**src/rtl/scan_pkg.sv**
```systemverilog
`default_nettype none
// ============================================================================
// Module   : scan_pkg
// Purpose  : Shared types and helpers for the scan chain controller:
//            sequencer state encoding and the shift-counter width function.
// Revision : 1.0 - initial release
// ============================================================================
package scan_pkg;

  // Sequencer states. The explicit width keeps the encoding stable across tools.
  typedef enum logic [2:0] {
    S_IDLE    = 3'd0,
    S_SHIFT   = 3'd1,
    S_CAPTURE = 3'd2,
    S_UNLOAD  = 3'd3,
    S_DONE    = 3'd4
  } state_e;

  // Width of a counter that must be able to hold the value n.
  function automatic int cnt_width(input int n);
    return (n < 1) ? 1 : $clog2(n + 1);
  endfunction

endpackage
`default_nettype wire

```
**src/rtl/scan_chain.sv**
```systemverilog
`default_nettype none
// ============================================================================
// Module   : scan_chain
// Purpose  : One chain of CHAIN_LEN mux-D scan cells.
//            Priority: functional/capture load > shift > hold.
// Ports    : clk, reset      - clock, async active-high reset
//            func_sel        - functional mode, load func_d every edge
//            scan_en         - shift SI into cell0 towards cell CHAIN_LEN-1
//            capture         - load func_d (test-mode capture)
//            si              - serial input bit
//            func_d [L-1:0]  - CUT next-state slice
//            q      [L-1:0]  - cell state, bit i = cell i
//            so              - serial output (cell CHAIN_LEN-1)
// Revision : 1.0 - initial release
// ============================================================================
module scan_chain #(
  parameter int CHAIN_LEN = 3
) (
  input  logic                 clk,
  input  logic                 reset,
  input  logic                 func_sel,
  input  logic                 scan_en,
  input  logic                 capture,
  input  logic                 si,
  input  logic [CHAIN_LEN-1:0] func_d,
  output logic [CHAIN_LEN-1:0] q,
  output logic                 so
);

  logic [CHAIN_LEN-1:0] cells_q;
  logic [CHAIN_LEN-1:0] cells_d;
  logic [CHAIN_LEN-1:0] shift_w;

  // cell0 takes SI, every other cell takes its lower neighbour.
  if (CHAIN_LEN == 1) begin : g_single
    assign shift_w = si;
  end else begin : g_multi
    assign shift_w = {cells_q[CHAIN_LEN-2:0], si};
  end

  always_comb begin
    cells_d = cells_q;
    if (func_sel || capture) begin
      cells_d = func_d;
    end else if (scan_en) begin
      cells_d = shift_w;
    end
  end

  always_ff @(posedge clk or posedge reset) begin
    if (reset) begin
      cells_q <= '0;
    end else begin
      cells_q <= cells_d;
    end
  end

  assign q  = cells_q;
  assign so = cells_q[CHAIN_LEN-1];

endmodule
`default_nettype wire

```
**src/rtl/scan_chain_ctrl.sv**
```systemverilog
`default_nettype none
// ============================================================================
// Module   : scan_chain_ctrl
// Purpose  : Multi-chain scan wrapper with an on-chip load/capture/unload
//            sequencer. Unload of each response overlaps the next load.
// Ports    : clk, reset            - clock, async active-high reset
//            TM                    - 0 functional, 1 scan sequencer enabled
//            start                 - session request (IDLE, TM=1 only)
//            num_patterns [PAT_W]  - pattern count, sampled on accepted start
//            SI  [NUM_CHAINS]      - scan-in per chain
//            func_d [NC*CL]        - CUT next-state, chain c cell i = c*CL+i
//            q      [NC*CL]        - scan-cell state to the CUT
//            SO  [NUM_CHAINS]      - scan-out, last cell of each chain
//            scan_en/capture/so_valid/busy/done - registered-state decodes
// Revision : 1.0 - initial release
// ============================================================================
module scan_chain_ctrl
  import scan_pkg::*;
#(
  parameter int NUM_CHAINS = 2,
  parameter int CHAIN_LEN  = 3,
  parameter int PAT_W      = 8
) (
  input  logic                            clk,
  input  logic                            reset,
  input  logic                            TM,
  input  logic                            start,
  input  logic [PAT_W-1:0]                num_patterns,
  input  logic [NUM_CHAINS-1:0]           SI,
  input  logic [NUM_CHAINS*CHAIN_LEN-1:0] func_d,
  output logic [NUM_CHAINS*CHAIN_LEN-1:0] q,
  output logic [NUM_CHAINS-1:0]           SO,
  output logic                            scan_en,
  output logic                            capture,
  output logic                            so_valid,
  output logic                            busy,
  output logic                            done
);

  localparam int             SH_W    = cnt_width(CHAIN_LEN);
  localparam logic [SH_W-1:0] SH_LAST = SH_W'(CHAIN_LEN - 1);

  state_e            state_q,   state_d;
  logic [SH_W-1:0]   sh_cnt_q,  sh_cnt_d;
  logic [PAT_W-1:0]  pat_cnt_q, pat_cnt_d;
  logic [PAT_W-1:0]  npat_q,    npat_d;

  always_comb begin
    state_d   = state_q;
    sh_cnt_d  = sh_cnt_q;
    pat_cnt_d = pat_cnt_q;
    npat_d    = npat_q;
    if (!TM) begin
      // Leaving test mode abandons the session without a done pulse.
      state_d   = S_IDLE;
      sh_cnt_d  = '0;
      pat_cnt_d = '0;
    end else begin
      case (state_q)
        S_IDLE: begin
          if (start && (num_patterns != '0)) begin
            state_d   = S_SHIFT;
            sh_cnt_d  = '0;
            pat_cnt_d = '0;
            npat_d    = num_patterns;
          end
        end
        S_SHIFT: begin
          if (sh_cnt_q == SH_LAST) begin
            sh_cnt_d = '0;
            state_d  = S_CAPTURE;
          end else begin
            sh_cnt_d = sh_cnt_q + 1'b1;
          end
        end
        S_CAPTURE: begin
          // npat_q is never zero inside a session, so the subtract is safe.
          if (pat_cnt_q != (npat_q - 1'b1)) begin
            pat_cnt_d = pat_cnt_q + 1'b1;
            state_d   = S_SHIFT;
          end else begin
            state_d   = S_UNLOAD;
          end
        end
        S_UNLOAD: begin
          if (sh_cnt_q == SH_LAST) begin
            sh_cnt_d = '0;
            state_d  = S_DONE;
          end else begin
            sh_cnt_d = sh_cnt_q + 1'b1;
          end
        end
        S_DONE: begin
          pat_cnt_d = '0;
          state_d   = S_IDLE;
        end
        default: begin
          state_d = S_IDLE;
        end
      endcase
    end
  end

  always_ff @(posedge clk or posedge reset) begin
    if (reset) begin
      state_q   <= S_IDLE;
      sh_cnt_q  <= '0;
      pat_cnt_q <= '0;
      npat_q    <= '0;
    end else begin
      state_q   <= state_d;
      sh_cnt_q  <= sh_cnt_d;
      pat_cnt_q <= pat_cnt_d;
      npat_q    <= npat_d;
    end
  end

  // All status outputs decode registered state only.
  assign scan_en  = (state_q == S_SHIFT) || (state_q == S_UNLOAD);
  assign capture  = (state_q == S_CAPTURE);
  // Any shift after the first capture carries a response out on SO.
  assign so_valid = (state_q == S_UNLOAD) ||
                    ((state_q == S_SHIFT) && (pat_cnt_q != '0));
  assign busy     = (state_q != S_IDLE);
  assign done     = (state_q == S_DONE);

  for (genvar c = 0; c < NUM_CHAINS; c++) begin : g_chain
    scan_chain #(
      .CHAIN_LEN (CHAIN_LEN)
    ) u_chain (
      .clk      (clk),
      .reset    (reset),
      .func_sel (~TM),
      .scan_en  (scan_en),
      .capture  (capture),
      .si       (SI[c]),
      .func_d   (func_d[c*CHAIN_LEN +: CHAIN_LEN]),
      .q        (q[c*CHAIN_LEN +: CHAIN_LEN]),
      .so       (SO[c])
    );
  end

endmodule
`default_nettype wire

```
**config.mk**
```make
export PLATFORM = sky130hd
export DESIGN_NAME = scan_chain_ctrl
export DESIGN_NICKNAME = d
export VERILOG_FILES = /design/src/rtl/scan_pkg.sv /design/src/rtl/scan_chain.sv /design/src/rtl/scan_chain_ctrl.sv
export SDC_FILE = /design/constraint.sdc
export NUM_CORES = 1
export LEC_CHECK = 0
export CORE_MARGIN = 2
export CORE_UTILIZATION = 55
export CTS_CLUSTER_DIAMETER = 30
export DETAILED_ROUTE_END_ITERATION = 7
export HOLD_SLACK_MARGIN = 0.06
export PLACE_DENSITY_LB_ADDON = 0.12
export REMOVE_ABC_BUFFERS = 1
export SLEW_MARGIN = 30
export SYNTH_ARGS = -nofsm -noshare
export SYNTH_HDL_FRONTEND = slang
export SYNTH_SLANG_ARGS = --single-unit
```
**constraint.sdc**
```tcl
create_clock -name clk -period 5.63 [get_ports clk]
set_input_delay 1.689 -clock clk [delete_from_list [all_inputs] [get_ports clk]]
set_output_delay 1.689 -clock clk [all_outputs]
set_load 0.01 [all_outputs]
```
## After elaboration in Yosys (flattened, before gate mapping)

Cells that the tools add are included.

| storage, ports and cells | value |
|---|---|
| register bits | 27 |
| input bits | 20 |
| logic and storage cells | 55 |

| cells by class | value |
|---|---|
| bitwise logic cells | 1 |
| equal/unequal tests | 12 |
| multiplexer cells | 18 |
| reductions and logical operators | 15 |
| add/subtract/negate cells | 3 |

Operators by type and width:

| kind | count |
|---|---|
| $mux W3 | 8 |
| $mux W8 | 3 |
| $pmux W8 S3 | 1 |
| $reduce_bool A8 Y1 | 2 |
| $ne A3 B3 Y1 const B | 4 |
| $pmux W3 S4 | 1 |
| $reduce_and A3 Y1 | 3 |
| $add A8 B1 Y8 const B | 1 |
| $mux W2 | 4 |
| $ne A8 B8 Y1 | 1 |
| $sub A8 B1 Y8 const B | 1 |
| $eq A3 B2 Y1 const B | 2 |
| $ne A4 B1 Y1 const B | 1 |
| $pmux W2 S2 | 1 |
| $eq A3 B1 Y1 const B | 1 |
| $eq A3 B3 Y1 const B | 1 |
| $logic_not A3 Y1 | 1 |
| $logic_or A1 B1 Y1 | 3 |
| $ne A3 B2 Y1 const B | 1 |
| $reduce_bool A3 Y1 | 1 |
| $add A2 B1 Y2 const B | 1 |
| $eq A2 B2 Y1 const B | 1 |
| $logic_and A1 B1 Y1 | 2 |
| $reduce_and A2 Y1 | 1 |
| 3 further kinds | 3 |

## Logic depth before layout (Yosys ltp)

Gate-level depths: netlist of the first run.

| depth | value |
|---|---|
| word-level depth | 5 |
| mapped depth | 9 |
| depth with buffers taken out | 8 |

## Hierarchy

A second synthesis of the first run with hierarchy kept.

| second synthesis, totals | value |
|---|---|
| cells, all modules | 183 |
| area, all modules | 1709.1 um2 |

Modules (own cells, without submodules):

| module | cells each | times used | area each (um2) |
|---|---|---|---|
| scan_chain_ctrl | 153 | 1 | 1403.8 |
| scan_chain | 15 | 2 | 152.6 |

## Least setup slack after synthesis of the first run

OpenSTA, ideal clock, no wires.

| timing path | value |
|---|---|
| kind | input to register |
| from | in num_patterns[4] |
| to | reg pat_cnt_q[0] |
| path buffers | 0 |
| cell stages on the path | 6 |
| path slack | 2.675 ns |
| data arrival time | 2.890 ns |
| setup time | 0.065 ns |
| cell sequence | nor4_1 -> a21boi_0 -> o21ai_0 -> inv_1 -> a21boi_1 -> mux2_2 |

| between the ends | value |
|---|---|
| longest elaborated chain between the ends | 4 |

Ends and longest elaborated chain:

| what | line | source |
|---|---|---|
| from (decl) | scan_chain_ctrl.sv:28 | `input logic [PAT_W-1:0] num_patterns,` |
| $reduce_bool A8 Y1 | scan_chain_ctrl.sv:61 | `if (start && (num_patterns != '0)) begin` |
| $logic_and A1 B1 Y1 | scan_chain_ctrl.sv:61 |  |
| $ne A3 B3 Y1 (no line) | - |  |
| $reduce_and A3 Y1 (no line) | - |  |
| to (signal assigned) | scan_chain_ctrl.sv:113 | `pat_cnt_q <= pat_cnt_d;` |
| to (decl) | scan_chain_ctrl.sv:45 | `logic [PAT_W-1:0] pat_cnt_q, pat_cnt_d;` |

Every way passes these cells.
A chain may end at the register's enable or synchronous reset.

## Final worst setup path of the first run

| timing path | value |
|---|---|
| from | reg state_q[2] |
| to | out scan_en |

| between the ends | value |
|---|---|
| longest elaborated chain between the ends | 2 |
| elaborated cells on any way between the ends | 3 |
| those cells by class | 2 x eq/ne; 1 x reduce/logical |

Ends and longest elaborated chain:

| what | line | source |
|---|---|---|
| from (decl) | scan_chain_ctrl.sv:43 | `state_e state_q, state_d;` |
| from (signal assigned) | scan_chain_ctrl.sv:111 | `state_q <= state_d;` |
| $eq A3 B1 Y1 or $eq A3 B2 Y1 (tied branches) | scan_chain_ctrl.sv:119 | `assign scan_en = (state_q == S_SHIFT) \|\| (state_q == S_UNLOAD);` |
| $logic_or A1 B1 Y1 * | scan_chain_ctrl.sv:119 |  |
| to (decl) | scan_chain_ctrl.sv:33 | `output logic scan_en,` |

Mark *: on every way between the ends. The rest lies on a longest branch, timed or not.

==> impl_metrics.py, run 1 <==
metrics = {
    "critical_path": {
        "arrival_ns": 2.04,
        "crit_chain": "inv_1, nand2_1, clkinv_1, clkdlybuf4s50_1",
        "critPathRequiredTime_ns": 3.94,
        "crit_buf_inv": 3,
        "slowest_stage": "clkdlybuf4s50_1",
        "path_class": "register to primary output",
        "start_kind": "register",
        "end_kind": "primary output",
        "critPathTopFamily": "buffers and inverters",
        "cp_slowest_stage_delay_ns": 0.56,
        "crit_path_max_fanout": 9,
    },
    "global_routing": {
        "antenna_found_initial": 0,
        "overflow": 0,
        "grt_max_degree": 28,
        "grt_pass1_wl_um": 6490,
        "grt_pass1_vias": 1485,
        "grt_usage_pct": 24.3,
    },
    "synthesis": {
        "syn_avg_cell_area_um2": 8.92,
        "synth_fa_ha_area_share_pct": 2.26,
        "synth_top_area_share_pct": 40.7,
        "synth_cell_types": 45,
        "synth_cells": 186,
        "synth-seq-cells": 27,
        "synth_area_leaders": "dfrtp_1, mux2_2, nand2_1",
        "ys.flop_type": "dfrtp_1",
        "synth_area_leader_cell": "dfrtp_1",
        "synth_compound_area_share_pct": 17.3,
        "yosys_warnings": 0,
        "synth_area_mm2": 0.00166,
        "synth_edf_count": 0,
        "async_flop_share_pct": 100,
        "synth_xor_area_share_pct": 3.70,
        "synth_top_family_by_area": "simple AND/OR/NAND/NOR gates",
        "synth_mux_area_share_pct": 6.71,
        "synth_simple_gate_area_share_pct": 22.3,
        "yosysSeqAreaShare_pct": 40.7,
    },
    "placement": {
        "dp_cells": 238,
        "io_buffers": 32,
        "gp_congestion": 0.848,
        "dp_hpwl_um": 2910,
    },
    "final_layout": {
        "final_common_cell": "clkdlybuf4s50_1",
        "post_route_cells_drive_above_1_share_pct": 9.95,
        "area_growth_pct": 19.7,
        "instances_no_fill": 242,
        "diodes": 0,
        "nFillCells": 218,
        "final_cell_mix": "clkdlybuf4s50_1, dfrtp_1, nand2_1",
        "finalNetCount": 235,
        "fin_util_pct": 70.8,
    },
    "drt": {
        "antenna_left": 0,
        "first_iter_violations": 103,
        "wire_per_inst_um": 15.5,
        "firstDrtPassIters": 6,
        "wirelength_um": 3740,
        "num_vias": 1467,
        "viasPerCell": 6.06,
        "drc": 1,
    },
    "sta": {
        "fin_skew_ns": 0.00108,
        "slew_headroom_pct": 38.8,
        "slew_violations": 0,
        "timing.setup.tns_ns": 0,
        "fmaxAchievable_mhz": 268,
        "worst_slew_pin_slew_ns": 0.904,
        "setup_viol": 0,
        "final-hold-violation-count": 0,
        "finalCritPeriodShare_pct": 66.2,
        "finalCriticalPeriod_ns": 3.73,
        "rsz0062_at_grt": "no",
    },
    "power": {
        "ir_drop_mv": 0.144,
        "swShare_pct": 32.1,
        "power_density_mw_per_mm2": 233,
        "pwr-share-clk_pct": 18.3,
        "internal-power_w": 0.000314,
        "power.leakage_nw": 0.868,
        "combPwrFrac_pct": 29.0,
        "seqPwrFrac_pct": 52.7,
        "power_switching_w": 0.000148,
        "finalPower_w": 0.000463,
    },
    "cts": {
        "cts_setup_buffers": 0,
        "cts_tree": "built",
        "hold_buffers": 0,
        "cts.sinks": 27,
        "path_clk_slew_ns": 0.15,
        "clk_latency_ns": 0.32,
        "htree_levels": 1,
        "clockBufferDepth": 2,
        "numCtsBuffers": 3,
        "cts_resized": 0,
        "clockRootBuffer": "clkbuf_4",
    },
    "outcome": {
        "status": "finished, violations left",
        "violations": "DRC",
    },
    "floorplanning": {
        "initial_utilization_pct": 59.1,
        "core_area_mm2": 0.00281,
        "die_h_um": 58.9,
        "dieArea_mm2": 0.00347,
        "row_count": 19,
        "ios": 33,
        "die_x_um": 58.9,
    },
    "worst_hold_path": {
        "hold_path.class": "register to register",
    },
    "run": {
        "cap_violations": 0,
    },
}
==> routing by layer <==
layer  vias up  GRT usage [%]  wire [um]
li1        710              -          -
met1       711           28.7       1520
met2        40           44.1       1990
met3         6           3.30        164
met4         0           9.74         70
met5         -              0          0
==> power groups by stage <==
stage	logic, W	clock network [W]	registers [W]
final	0.000134	0.0000845	0.000244
after global routing	0.000150	0.0000920	0.000249
after CTS	0.000135	0.0000871	0.000244
after detailed placement	0.000134	0	0.000247
after global placement	0.000127	0	0.000245
after floorplan	0.0000799	0	0.000243
==> area by class of cell <==
type / instances / area [um2] / share of cell area, %
Clock buffer: 3 / 22.5 / 1.13
Inverter: 13 / 48.8 / 2.46
Multi-Input combinational cell: 134 / 867 / 43.7
Clock inverter: 1 / 5.00 / 0.252
Timing Repair Buffer: 33 / 328 / 16.5
Sequential cell: 27 / 676 / 34.0
Tap cell: 31 / 38.8 / 1.95
==> flip-flops by register name, indices dropped and copies added (netlist names) <==
register and flops:
g_chain.u_chain.q 6, npat_q 8, pat_cnt_q 8, sh_cnt_q 2, state_q 3
==> path summary, 6_finish.rpt <==
check / startpoint / end / slack [ns] / cells after the start
setup / recovery: state_q[2] / scan_en / 1.90 / 4
hold / removal: sh_cnt_q[0] / sh_cnt_q[0] / 0.53 / 1
setup reg to reg: npat_q[0] / pat_cnt_q[7] / 2.64 / 6
hold reg to reg: sh_cnt_q[0] / sh_cnt_q[0] / 0.53 / 1
max in group asynchronous: reset / npat_q[5] / 3.51 / 2
min in group asynchronous: reset / sh_cnt_q[0] / 1.74 / 2
==> Yosys cell counts, drive strengths merged, types with 2 or more instances <==
cell type  instances
dfrtp             27
nor4               3
mux2               9
a21boi             2
nor3               3
a221o              3
a31oi              9
clkbuf             6
a21oi              5
buf                6
o31ai              4
inv               12
a32o               2
xor2               2
and3               4
nand3              6
o21ai              2
or2                3
ha                 3
xnor2              5
a21o               3
nand2b             3
and2               2
or4b               2
o211ai             5
nand2             24
nor2              17
or4                2
==> stage by stage <==
stage | instance area [um2] | worst slack, ns | hold WS (ns)
global placement | 1960 | 1.92 | 0.484
floorplan | 1590 | 2.67 | 0.466
finish | 1990 | 1.90 | 0.532
CTS | 1990 | 1.89 | 0.532
global route | 1990 | 1.75 | 0.556
detailed placement | 1960 | 1.83 | 0.514
==> cell families after synthesis <==
logic type                 count (synthesis)
DFF                                       27
buffers and inverters                     25
AOI/OAI and AO/OA                         40
and+or+nand+nor                           74
adders and majority gates                  3
xor gates and xnor gates                   7
muxes                                     10
==> worst register-to-register path, stage by stage (launching register included) <==
cell      delay [ns]
dfrtp_1         0.47
or4_4           0.59
o211ai_1        0.23
o31ai_1         0.12
o311ai_1        0.76
a21boi_1        0.30
a221o_1         0.42
(Power assumes the default switching activity.)
==> run 2: changes to the inputs <==
--- a/config.mk
+++ b/config.mk
@@ -6,7 +6,7 @@
 export NUM_CORES = 1
 export LEC_CHECK = 0
 export CORE_MARGIN = 2
-export CORE_UTILIZATION = 55
+export CORE_UTILIZATION = 46
 export CTS_CLUSTER_DIAMETER = 30
 export DETAILED_ROUTE_END_ITERATION = 7
 export HOLD_SLACK_MARGIN = 0.06
==> constraint.sdc (replaced) <==
create_clock -name clk -period 3.3 [get_ports clk]
set_input_delay 0.99 -clock clk [delete_from_list [all_inputs] [get_ports clk]]
set_output_delay 0.99 -clock clk [all_outputs]
set_load 0.01 [all_outputs]
==> impl_metrics.py, run 2 (synthesis gave the netlist of run 1 again) <==
metrics = {
    "sta": {
        "finalCriticalPeriod_ns": 3.01,
        "timing.setup.tns_ns": 0,
        "rsz0062_at_grt": "no",
        "setup_viol": 0,
        "final-hold-violation-count": 0,
        "worst_slew_pin_slew_ns": 0.844,
        "slew_headroom_pct": 42.8,
        "slew_violations": 0,
        "finalCritPeriodShare_pct": 91.1,
        "fmaxAchievable_mhz": 332,
        "fin_skew_ns": 0.00552,
    },
    "run": {
        "cap_violations": 0,
    },
    "global_routing": {
        "grt_max_degree": 28,
        "antenna_found_initial": 0,
        "grt_pass1_wl_um": 6390,
        "overflow": 0,
        "grt_pass1_vias": 1512,
        "grt_usage_pct": 19.7,
    },
    "final_layout": {
        "seq_area_um2": 676,
        "nFillCells": 305,
        "multi_input_area_um2": 867,
        "finalNetCount": 238,
        "final_cell_mix": "clkdlybuf4s50_1, dfrtp_1, nand2_1",
        "final_common_cell": "clkdlybuf4s50_1",
        "post_route_cells_drive_above_1_share_pct": 10.7,
        "area_growth_pct": 22.3,
        "diodes": 0,
        "instances_no_fill": 260,
    },
    "floorplanning": {
        "ios": 33,
        "initial_utilization_pct": 48.9,
        "die_x_um": 64.1,
        "core_area_mm2": 0.00339,
        "dieArea_mm2": 0.00410,
        "row_count": 21,
        "die_h_um": 64.1,
    },
    "critical_path": {
        "arrival_ns": 2.02,
        "crit_path_max_fanout": 9,
        "start_kind": "register",
        "critPathRequiredTime_ns": 2.31,
        "path_class": "register to primary output",
        "end_kind": "primary output",
    },
    "cts": {
        "path_clk_slew_ns": 0.15,
        "htree_levels": 1,
        "numCtsBuffers": 3,
        "clk_latency_ns": 0.33,
        "cts_tree": "built",
        "cts_resized": 0,
        "clockBufferDepth": 2,
        "cts.sinks": 27,
        "hold_buffers": 0,
        "clockRootBuffer": "clkbuf_4",
        "cts_setup_buffers": 0,
    },
    "placement": {
        "dp_hpwl_um": 2780,
        "io_buffers": 32,
        "dp_cells": 256,
        "gp_congestion": 0.765,
    },
    "drt": {
        "viasPerCell": 5.53,
        "wirelength_um": 3590,
        "antenna_left": 0,
        "num_vias": 1438,
        "first_iter_violations": 51,
        "firstDrtPassIters": 4,
        "drc": 0,
        "wire_per_inst_um": 13.8,
    },
    "outcome": {
        "status": "complete, no violations",
    },
    "power": {
        "power.leakage_nw": 0.880,
        "power_density_mw_per_mm2": 389,
        "ir_drop_mv": 0.180,
    },
    "worst_hold_path": {
        "hold_path.class": "register to register",
    },
}
run 2: cell count changes in the layout (fill, tap and decap cells not counted):
| cell | change |
|---|---|
| buf_4 | +3 |
| inv_1 | +1 |
| clkinv_2 | -1 |
| clkinvlp_4 | +1 |
| inv_2 | -1 |
run 2: final cells by class:
cell class,count,share of cell area [%]
clock inverters,1,0.370
clock buffers,3,1.11
flip-flops and latches,27,33.3
repair buffers,36,17.3
well taps,46,2.84
multi-input cells,134,42.7
inverters,13,2.40
run 2: power by group:
group	internal, W	switching (W)	total, W
combinational	0.000126	0.0000994	0.000226
clock	0.0000464	0.000101	0.000148
sequential	0.000367	0.0000487	0.000415
total	0.000540	0.000249	0.000789
run 2: routing by layer:
metal | track usage [%] | share of wire (%) | up-vias
li1 | - | - | 716
met1 | 22.4 | 44 | 691
met2 | 36.6 | 51 | 27
met3 | 2.99 | 3.3 | 4
met4 | 7.34 | 1.4 | 0
met5 | 0 | 0 | -
run 2: final timing paths:
check	startpoint	endpoint	slack, ns	cells past startpoint
setup / recovery	state_q[2]	scan_en	0.29	4
setup reg to reg	npat_q[0]	pat_cnt_q[7]	0.43	6
hold reg to reg	sh_cnt_q[0]	sh_cnt_q[0]	0.54	1
min in group asynchronous	reset	state_q[2]	1.00	3
max in group asynchronous	reset	pat_cnt_q[1]	2.05	3
hold / removal	sh_cnt_q[0]	sh_cnt_q[0]	0.54	1
run 2: through the flow:
stage          util, %  area (um2)  hold slack, ns  power [W]  worst slack [ns]
2_1_floorplan        -        1590           0.466   0.000551             0.778
3_3_place_gp      59.0        2000           0.483   0.000641             0.301
3_5_place_dp      59.0        2000           0.520   0.000650             0.204
4_1_cts           59.9        2030           0.541   0.000799             0.273
5_1_grt           59.9        2030           0.570   0.000847             0.120
6_report          59.9        2030           0.538   0.000789             0.292
run 2: critical path: stages, from the launching register on:
cell and delay (ns):
dfrtp_1 0.47, inv_1 0.11, nand2_1 0.27, clkinv_1 0.28, clkdlybuf4s50_1 0.55
